**src/rtl/multi_ctrl_ws.sv**
```systemverilog
`default_nettype none
// ============================================================================
// Module   : multi_ctrl_ws
// Purpose  : Multicycle MIPS control FSM with mem_req/mem_ready wait states,
//            a bus timeout and an optional extended ISA (MULTI_CTRL_EXT_EN).
// Revision : 1.0 - initial release
// ============================================================================
module multi_ctrl_ws #(
    parameter int WAIT_W   = 4,
    parameter int MAX_WAIT = 15
) (
    input  logic       clk,
    input  logic       reset,
    input  logic [5:0] op,
    input  logic [5:0] funct,
    input  logic       zero,
    input  logic       mem_ready,
    output logic       mem_req,
    output logic       memwrite,
    output logic       pcen,
    output logic       irwrite,
    output logic       regwrite,
    output logic       alusrca,
    output logic       iord,
    output logic       memtoreg,
    output logic       regdst,
    output logic       lbu,
    output logic [2:0] alusrcb,
    output logic [1:0] pcsrc,
    output logic [3:0] alucontrol,
    output logic       illegal,
    output logic       bus_err,
    output logic [4:0] state
);

`ifdef MULTI_CTRL_EXT_EN
    localparam logic EXT_EN = 1'b1;
`else
    localparam logic EXT_EN = 1'b0;
`endif

    localparam logic [5:0] OP_RTYPE = 6'b000000;
    localparam logic [5:0] OP_J     = 6'b000010;
    localparam logic [5:0] OP_BEQ   = 6'b000100;
    localparam logic [5:0] OP_BNE   = 6'b000101;
    localparam logic [5:0] OP_ADDI  = 6'b001000;
    localparam logic [5:0] OP_ANDI  = 6'b001100;
    localparam logic [5:0] OP_ORI   = 6'b001101;
    localparam logic [5:0] OP_XORI  = 6'b001110;
    localparam logic [5:0] OP_LW    = 6'b100011;
    localparam logic [5:0] OP_LBU   = 6'b100100;
    localparam logic [5:0] OP_SW    = 6'b101011;

    localparam logic [3:0] ALU_ADD  = 4'b0010;
    localparam logic [3:0] ALU_SUB  = 4'b1010;
    localparam logic [3:0] ALU_AND  = 4'b0000;
    localparam logic [3:0] ALU_OR   = 4'b0001;
    localparam logic [3:0] ALU_XOR  = 4'b0011;
    localparam logic [3:0] ALU_SLT  = 4'b1011;
    localparam logic [3:0] ALU_SRLV = 4'b0100;

    localparam logic [WAIT_W-1:0] MAX_WAIT_C = WAIT_W'(MAX_WAIT);

    typedef enum logic [4:0] {
        S_FETCH   = 5'd0,
        S_DECODE  = 5'd1,
        S_MEMADR  = 5'd2,
        S_MEMRD   = 5'd3,
        S_MEMWB   = 5'd4,
        S_MEMWR   = 5'd5,
        S_EXECUTE = 5'd6,
        S_ALUWB   = 5'd7,
        S_BRANCH  = 5'd8,
        S_IEXEC   = 5'd9,
        S_IWB     = 5'd10,
        S_JUMP    = 5'd11,
        S_ERROR   = 5'd12
    } state_t;

    state_t            state_q, state_d;
    logic [WAIT_W-1:0] wait_q, wait_d;
    logic              bus_err_q, bus_err_d;

    logic op_load, op_store, op_rtype, op_branch, op_imm, op_jump, op_legal;
    logic is_lbu, is_bne;
    logic timeout_hit;

    function automatic logic [3:0] funct_alu(input logic [5:0] f);
        logic [3:0] a;
        a = ALU_ADD;
        case (f)
            6'b100000: a = ALU_ADD;
            6'b100010: a = ALU_SUB;
            6'b100100: a = ALU_AND;
            6'b100101: a = ALU_OR;
            6'b100110: a = EXT_EN ? ALU_XOR : ALU_ADD;
            6'b101010: a = ALU_SLT;
            6'b000110: a = EXT_EN ? ALU_SRLV : ALU_ADD;
            default:   a = ALU_ADD;
        endcase
        return a;
    endfunction

    always_comb begin
        is_lbu    = EXT_EN && (op == OP_LBU);
        is_bne    = EXT_EN && (op == OP_BNE);
        op_load   = (op == OP_LW) || is_lbu;
        op_store  = (op == OP_SW);
        op_rtype  = (op == OP_RTYPE);
        op_branch = (op == OP_BEQ) || is_bne;
        op_imm    = (op == OP_ADDI) ||
                    (EXT_EN && ((op == OP_ANDI) || (op == OP_ORI) || (op == OP_XORI)));
        op_jump   = (op == OP_J);
        op_legal  = op_load || op_store || op_rtype || op_branch || op_imm || op_jump;
    end

    // Timeout fires on the (MAX_WAIT+1)th consecutive not-ready cycle.
    assign timeout_hit = (MAX_WAIT != 0) && (wait_q == MAX_WAIT_C);

    always_ff @(posedge clk or posedge reset) begin
        if (reset) begin
            state_q   <= S_FETCH;
            wait_q    <= '0;
            bus_err_q <= 1'b0;
        end else begin
            state_q   <= state_d;
            wait_q    <= wait_d;
            bus_err_q <= bus_err_d;
        end
    end

    always_comb begin
        state_d   = state_q;
        wait_d    = '0;
        bus_err_d = bus_err_q;
        case (state_q)
            S_FETCH, S_MEMRD, S_MEMWR: begin
                if (mem_ready) begin
                    case (state_q)
                        S_FETCH: state_d = S_DECODE;
                        S_MEMRD: state_d = S_MEMWB;
                        default: state_d = S_FETCH;
                    endcase
                end else if (timeout_hit) begin
                    state_d   = S_ERROR;
                    bus_err_d = 1'b1;
                end else begin
                    wait_d = wait_q + WAIT_W'(1);
                end
            end
            S_DECODE: begin
                if (op_load || op_store) state_d = S_MEMADR;
                else if (op_rtype)       state_d = S_EXECUTE;
                else if (op_branch)      state_d = S_BRANCH;
                else if (op_imm)         state_d = S_IEXEC;
                else if (op_jump)        state_d = S_JUMP;
                else                     state_d = S_FETCH;
            end
            S_MEMADR:  state_d = op_store ? S_MEMWR : S_MEMRD;
            S_EXECUTE: state_d = S_ALUWB;
            S_IEXEC:   state_d = S_IWB;
            S_MEMWB, S_ALUWB, S_IWB, S_BRANCH, S_JUMP: state_d = S_FETCH;
            S_ERROR:   state_d = S_ERROR;
            default:   state_d = S_FETCH;
        endcase
    end

    always_comb begin
        mem_req    = 1'b0;
        memwrite   = 1'b0;
        pcen       = 1'b0;
        irwrite    = 1'b0;
        regwrite   = 1'b0;
        alusrca    = 1'b0;
        iord       = 1'b0;
        memtoreg   = 1'b0;
        regdst     = 1'b0;
        lbu        = 1'b0;
        alusrcb    = 3'b000;
        pcsrc      = 2'b00;
        alucontrol = 4'b0000;
        illegal    = 1'b0;
        case (state_q)
            S_FETCH: begin
                mem_req    = 1'b1;
                alusrcb    = 3'b001;
                alucontrol = ALU_ADD;
                irwrite    = mem_ready;
                pcen       = mem_ready;
            end
            S_DECODE: begin
                alusrcb    = 3'b011;
                alucontrol = ALU_ADD;
                illegal    = !op_legal;
            end
            S_MEMADR: begin
                alusrca    = 1'b1;
                alusrcb    = 3'b010;
                alucontrol = ALU_ADD;
            end
            S_MEMRD: begin
                mem_req = 1'b1;
                iord    = 1'b1;
                lbu     = is_lbu;
            end
            S_MEMWB: begin
                regwrite = 1'b1;
                memtoreg = 1'b1;
                lbu      = is_lbu;
            end
            S_MEMWR: begin
                mem_req  = 1'b1;
                memwrite = 1'b1;
                iord     = 1'b1;
            end
            S_EXECUTE: begin
                alusrca    = 1'b1;
                alucontrol = funct_alu(funct);
            end
            S_ALUWB: begin
                regwrite = 1'b1;
                regdst   = 1'b1;
            end
            S_BRANCH: begin
                alusrca    = 1'b1;
                alucontrol = ALU_SUB;
                pcsrc      = 2'b01;
                pcen       = is_bne ? !zero : zero;
            end
            S_IEXEC: begin
                alusrca = 1'b1;
                if (op == OP_ADDI) begin
                    alusrcb    = 3'b010;
                    alucontrol = ALU_ADD;
                end else begin
                    alusrcb = 3'b100;
                    case (op)
                        OP_ANDI: alucontrol = ALU_AND;
                        OP_ORI:  alucontrol = ALU_OR;
                        default: alucontrol = ALU_XOR;
                    endcase
                end
            end
            S_IWB:   regwrite = 1'b1;
            S_JUMP: begin
                pcen  = 1'b1;
                pcsrc = 2'b10;
            end
            default: ;
        endcase
        // Reset forces a quiet, fetch-like output vector regardless of inputs.
        if (reset) begin
            mem_req    = 1'b0;
            memwrite   = 1'b0;
            pcen       = 1'b0;
            irwrite    = 1'b0;
            regwrite   = 1'b0;
            alusrca    = 1'b0;
            iord       = 1'b0;
            memtoreg   = 1'b0;
            regdst     = 1'b0;
            lbu        = 1'b0;
            alusrcb    = 3'b001;
            pcsrc      = 2'b00;
            alucontrol = ALU_ADD;
            illegal    = 1'b0;
        end
    end

    assign bus_err = bus_err_q;
    assign state   = state_q;

endmodule
`default_nettype wire

```
**config.mk**
```make
export PLATFORM = sky130hd
export DESIGN_NAME = multi_ctrl_ws
export DESIGN_NICKNAME = d
export VERILOG_FILES = /design/src/rtl/multi_ctrl_ws.sv
export SDC_FILE = /design/constraint.sdc
export NUM_CORES = 1
export LEC_CHECK = 0
export ABC_CLOCK_PERIOD_IN_PS = 1350
export CORE_UTILIZATION = 40
export DETAILED_ROUTE_END_ITERATION = 10
export PLACE_DENSITY = 0.83
export SETUP_SLACK_MARGIN = 0.3
export SKIP_LAST_GASP = 1
export SYNTH_ARGS = -nofsm -noshare
export SYNTH_HDL_FRONTEND = slang
export SYNTH_SLANG_ARGS = --single-unit
```
**constraint.sdc**
```tcl
create_clock -name clk -period 1.35 [get_ports clk]
set_input_delay 0.135 -clock clk [delete_from_list [all_inputs] [get_ports clk]]
set_output_delay 0.135 -clock clk [all_outputs]
set_load 0.01 [all_outputs]
```
==> metrics.cfg, run 1 <==
[synthesis]
synth_area_um2 = 1116
postSynthAreaPerCell_um2 = 8.146
yosysSeqAreaShare_pct = 20.18
synth-async-reset-ratio_pct = 100.0
synth_top_area_share_pct = 20.18
synth_edf_count = 0
synth.top_cells.by_count = 11 x nor2_1, 10 x nor3_1, 9 x dfrtp_1
syn-instance-count = 137
synth_most_common_cell = nor2_1
synth_warnings = 0
netlist.top_cell.by_area = dfrtp_1
ys.flop_type = dfrtp_1
synth.distinct_cells = 59
synth_area_leaders = dfrtp_1 20%, nor3_1 4.5%, nor2_1 3.7%, a21oi_1 3.6%, buf_4 3.4%
synth-seq-cells = 9

[global_routing]
grt_max_degree = 13
grt.total_usage_pct = 77.96
overflow = 98

[timing]
worst-endpoint-pin-kind = primary output
worst_endpoint = alusrcb[1]

[placed_design]
dp_hpwl_um = 3026
gp_congestion = 0.8891
port_buffers = 38

[clocking]
h-tree-depth = 1
cts_made_buffers = 3
clockRootBuffer = clkbuf_4
numClockSinks = 9
clockBufferDepth = 2
cts_hold_buf = 0

[die]
die_w_um = 54.82
io_pins = 42
num_rows = 18
die_y_um = 54.82
initial_utilization_pct = 43.47

[run_status]
status = aborted with a tool error
firstError = [ERROR GRT-0232] Routing congestion too high. Check the congestion heatmap in the GUI.
haltStage = global routing

==> layer usage <==
| layer | global-route usage, % | GRT overflow |
|---|---|---|
| met5 | 0 | 0 |
| met4 | 106.8 | 46 |
| met3 | 43.89 | 2 |
| met2 | 103.8 | 50 |
| met1 | 71.99 | 0 |
==> logic make-up after synthesis <==
family                   Yosys count  share of synthesized area, %
AND/OR/NAND/NOR                   63                         35.76
AO/OA/AOI/OAI                     35                         23.32
buffers and inverters             19                         9.977
flip-flops                         9                         20.18
XOR/XNOR                           6                         5.381
multiplexers                       3                         3.924
adder cells (fa/ha/maj)            1                         1.121
other                              1                        0.3360
==> metrics by stage <==
stage / instance area (um2) / std cells / hold slack, ns / setup WS (ns) / utilization [%]
after floorplan: 1214 / 139 / 0.01679 / -0.1081 / -
after global placement: 1902 / 243 / 0.4492 / -0.8040 / 74.07
after detailed placement: 1902 / 243 / 0.4675 / -0.8752 / 74.07
after CTS: 2241 / 270 / 0.4234 / -0.3848 / 87.28
==> timing repair <==
| item | 4_1_cts |
|---|---|
| gates resized for setup | 152 |
| endpoints found under the hold margin | 0 |
| pin swaps | 23 |
| setup endpoints to repair | 32 |
| setup buffers | 23 |
==> run 2, diff against run 1 <==
==> config.mk (replaced) <==
export PLATFORM = sky130hd
export DESIGN_NAME = multi_ctrl_ws
export DESIGN_NICKNAME = d
export VERILOG_FILES = /design/src/rtl/multi_ctrl_ws.sv
export SDC_FILE = /design/constraint.sdc
export NUM_CORES = 1
export LEC_CHECK = 0
export ABC_CLOCK_PERIOD_IN_PS = 1800
export CORE_AREA = 2 2 63 65
export DETAILED_ROUTE_END_ITERATION = 10
export DIE_AREA = 0 0 65 67
export PLACE_DENSITY_LB_ADDON = 0.15
export SKIP_LAST_GASP = 1
export SYNTH_ARGS = -nofsm -noshare
export SYNTH_HDL_FRONTEND = slang
export SYNTH_SLANG_ARGS = --single-unit
==> constraint.sdc (replaced) <==
create_clock -name clk -period 1.8 [get_ports clk]
set_input_delay 0.18 -clock clk [delete_from_list [all_inputs] [get_ports clk]]
set_output_delay 0.18 -clock clk [all_outputs]
set_load 0.01 [all_outputs]
==> metrics.cfg, run 2 <==
[run_status]
status = complete, but fails checks
violations = negative setup slack

[hold_path]
holdCritPathClass = reg2reg
hold_start = bus_err
whs_endpoint = bus_err
min_delay_path_depth = 1

[die]
die_y_um = 67  ; +22%
num_rows = 22  ; +4
dieArea_um2 = 4355
initial_utilization_pct = 30.95  ; -13 points
die_w_um = 65  ; +19%
io_pins = 42  ; unchanged
core_um2 = 3606

[setup_path]
crit_start = state[1]
critPathKind = reg2out
crit_fanout = 4
worstPathRequired_ns = 1.62
r2r_start = state[1]
crit_path_end_kind = output port
rr_endpoint = state[3]
critPathLaunchType = flip-flop
worstRegToRegCells = 7
arrival_ns = 1.63
ff2ff_setup_slack_ns = 0.07

[pwr]
power_mw = 2.524
seqPwrFrac_pct = 14.0
power_leakage_nw = 0.9228
p_switching_mw = 1.077
p_int_mw = 1.447
p_sw_share_pct = 42.68
clkPwrFrac_pct = 9.4
combPwrFrac_pct = 76.7
ir_drop_mv = 0.3882
power.density_nw_per_um2 = 1267

[finish]
final_common_cell = buf_4
n_antenna_cell = 0
nFillCells = 338
area_growth_pct = 78.59
final_nets = 244
final_cell_area_um2 = 1993
drive_above_1_share_pct = 48.23
final_util_pct = 55.27
layout_common_cells = 54 x buf_4, 13 x clkdlybuf4s50_1, 13 x dlygate4sd2_1
final_cells = 274

[clocking]
insertion_delay_ns = 0.23
h-tree-depth = 1  ; unchanged
clockRootBuffer = clkbuf_8
numClockSinks = 9  ; unchanged
clk_pin_slew_ns = 0.04
cts_hold_buf = 0  ; unchanged
clockBufferDepth = 2  ; unchanged
cts_tree = done
cts_made_buffers = 3  ; unchanged

[synthesis]
synth.top_cells.by_count = 11 x nor2_1, 10 x nor3_1, 9 x dfrtp_1
synth-seq-cells = 9  ; unchanged
ys.flop_type = dfrtp_1
synth_edf_count = 0  ; unchanged
synth_most_common_cell = nor2_1
synth_area_leaders = dfrtp_1 20%, nor3_1 4.5%, nor2_1 3.7%, a21oi_1 3.6%, buf_4 3.4%
yosysSeqAreaShare_pct = 20.18  ; unchanged
synth_warnings = 0  ; unchanged
synth_top_area_share_pct = 20.18  ; unchanged
synth.distinct_cells = 59  ; unchanged
syn-instance-count = 137  ; unchanged
synth_area_um2 = 1116  ; unchanged
synth-async-reset-ratio_pct = 100.0  ; unchanged
postSynthAreaPerCell_um2 = 8.146  ; unchanged
netlist.top_cell.by_area = dfrtp_1

[timing]
fin_setup_tns_ns = -0.01337
finClkSkew_ns = 0.0005850
hold_viol_final = 0
layout_setup_ws_ns = -0.01337
final.period_utilization_pct = 100.7
setup_viol = 1
period_minus_slack_ns = 1.813
fmax_ghz = 0.5515
whs_ns = 0.4742
drv_slew = 0
rsz0062_at_grt = true

[global_routing]
grt_first_pass_wirelength_um = 6175
grt_antenna_before_repair = 0
grt.total_usage_pct = 18.02
grt_pass1_vias = 1359
overflow = 0
grt_max_degree = 16

[placed_design]
dp_hpwl_um = 3037  ; +0.36%
gp_congestion = 0.8322  ; -6.4%
preCtsSetupSlack_ns = -0.4221  ; +0.4531 ns
port_buffers = 38  ; unchanged
post_dp_cell_area_um2 = 1828  ; -3.9%
placed_cells = 259  ; +6.6%

[routing]
top_layer_used = met4
met1_length_um = 1661
wl_per_cell_um = 13.93
vias = 1360
drtIter0Drc = 40
route.detailed.drc = 0
wirelength_um = 3818
met3RoutedLength_um = 69
vias_per_cell = 4.964
dr.pass1.iters = 4
ant_nets = 0
wl_met2_um = 2073

[job]
drv_cap = 0

## run 2: cell families (layout without fill, tap and decap cells)
kind of cell,Yosys count,after routing,share of synthesized area (%)
xor gates and xnor gates,6,6,5.381
AOI/OAI and AO/OA,35,35,23.32
DFF,9,9,20.18
muxes,3,3,3.924
and+or+nand+nor,63,63,35.76
adders and majority gates,1,1,1.121
buffers and inverters,19,106,9.977
other,1,3,0.3360
## run 2: how the worst max path moves through the flow
stage,to,slack [ns],depth (start not counted)
finish,alusrcb[1],-0.01,7
global route,alusrcb[1],-0.06,7
CTS,alucontrol[1],-0.17,6
detailed placement,alusrcb[1],-0.42,6
global placement,alusrcb[1],-0.38,6
floorplan,alucontrol[0],0.22,4
## run 2: repair_timing
action	CTS	global route
setup endpoints to repair	18	12
gates resized for setup	46	32
pin swaps	3	5
setup buffers	7	4
endpoints found under the hold margin	0	0
## run 2: critical path: stages (launching register included)
cell and delay [ns]:
dfrtp_2 0.42, buf_4 0.14, and2b_2 0.22, buf_6 0.13, o21a_1 0.19, a21oi_2 0.12
nor3_2 0.04, buf_2 0.13
## run 2: power groups by stage
stage / Combinational (mW) / Clock [mW] / Sequential (mW)
after floorplan: 1.01 / 0 / 0.311
after global placement: 1.77 / 0 / 0.345
after detailed placement: 1.78 / 0 / 0.345
after CTS: 1.81 / 0.243 / 0.349
after global routing: 2.09 / 0.259 / 0.358
final: 1.94 / 0.236 / 0.352
## run 2: final cells by class
cell class                 instances  area [um2]  area share (%)
clock buffer                       4       45.04           2.260
inverter                           6       22.52           1.130
multi-input combinational        111       863.3           43.31
sequential                         9       230.2           11.55
tap                               48       60.06           3.013
timing repair buffer              96       772.0           38.73
## run 2: routing by layer
metal,track usage (%),vias to the layer above
met1,21.71,661
met3,1.689,2
met4,2.660,0
met2,34.92,16
li1,-,681
met5,0,-
(Power assumes the default switching activity.)
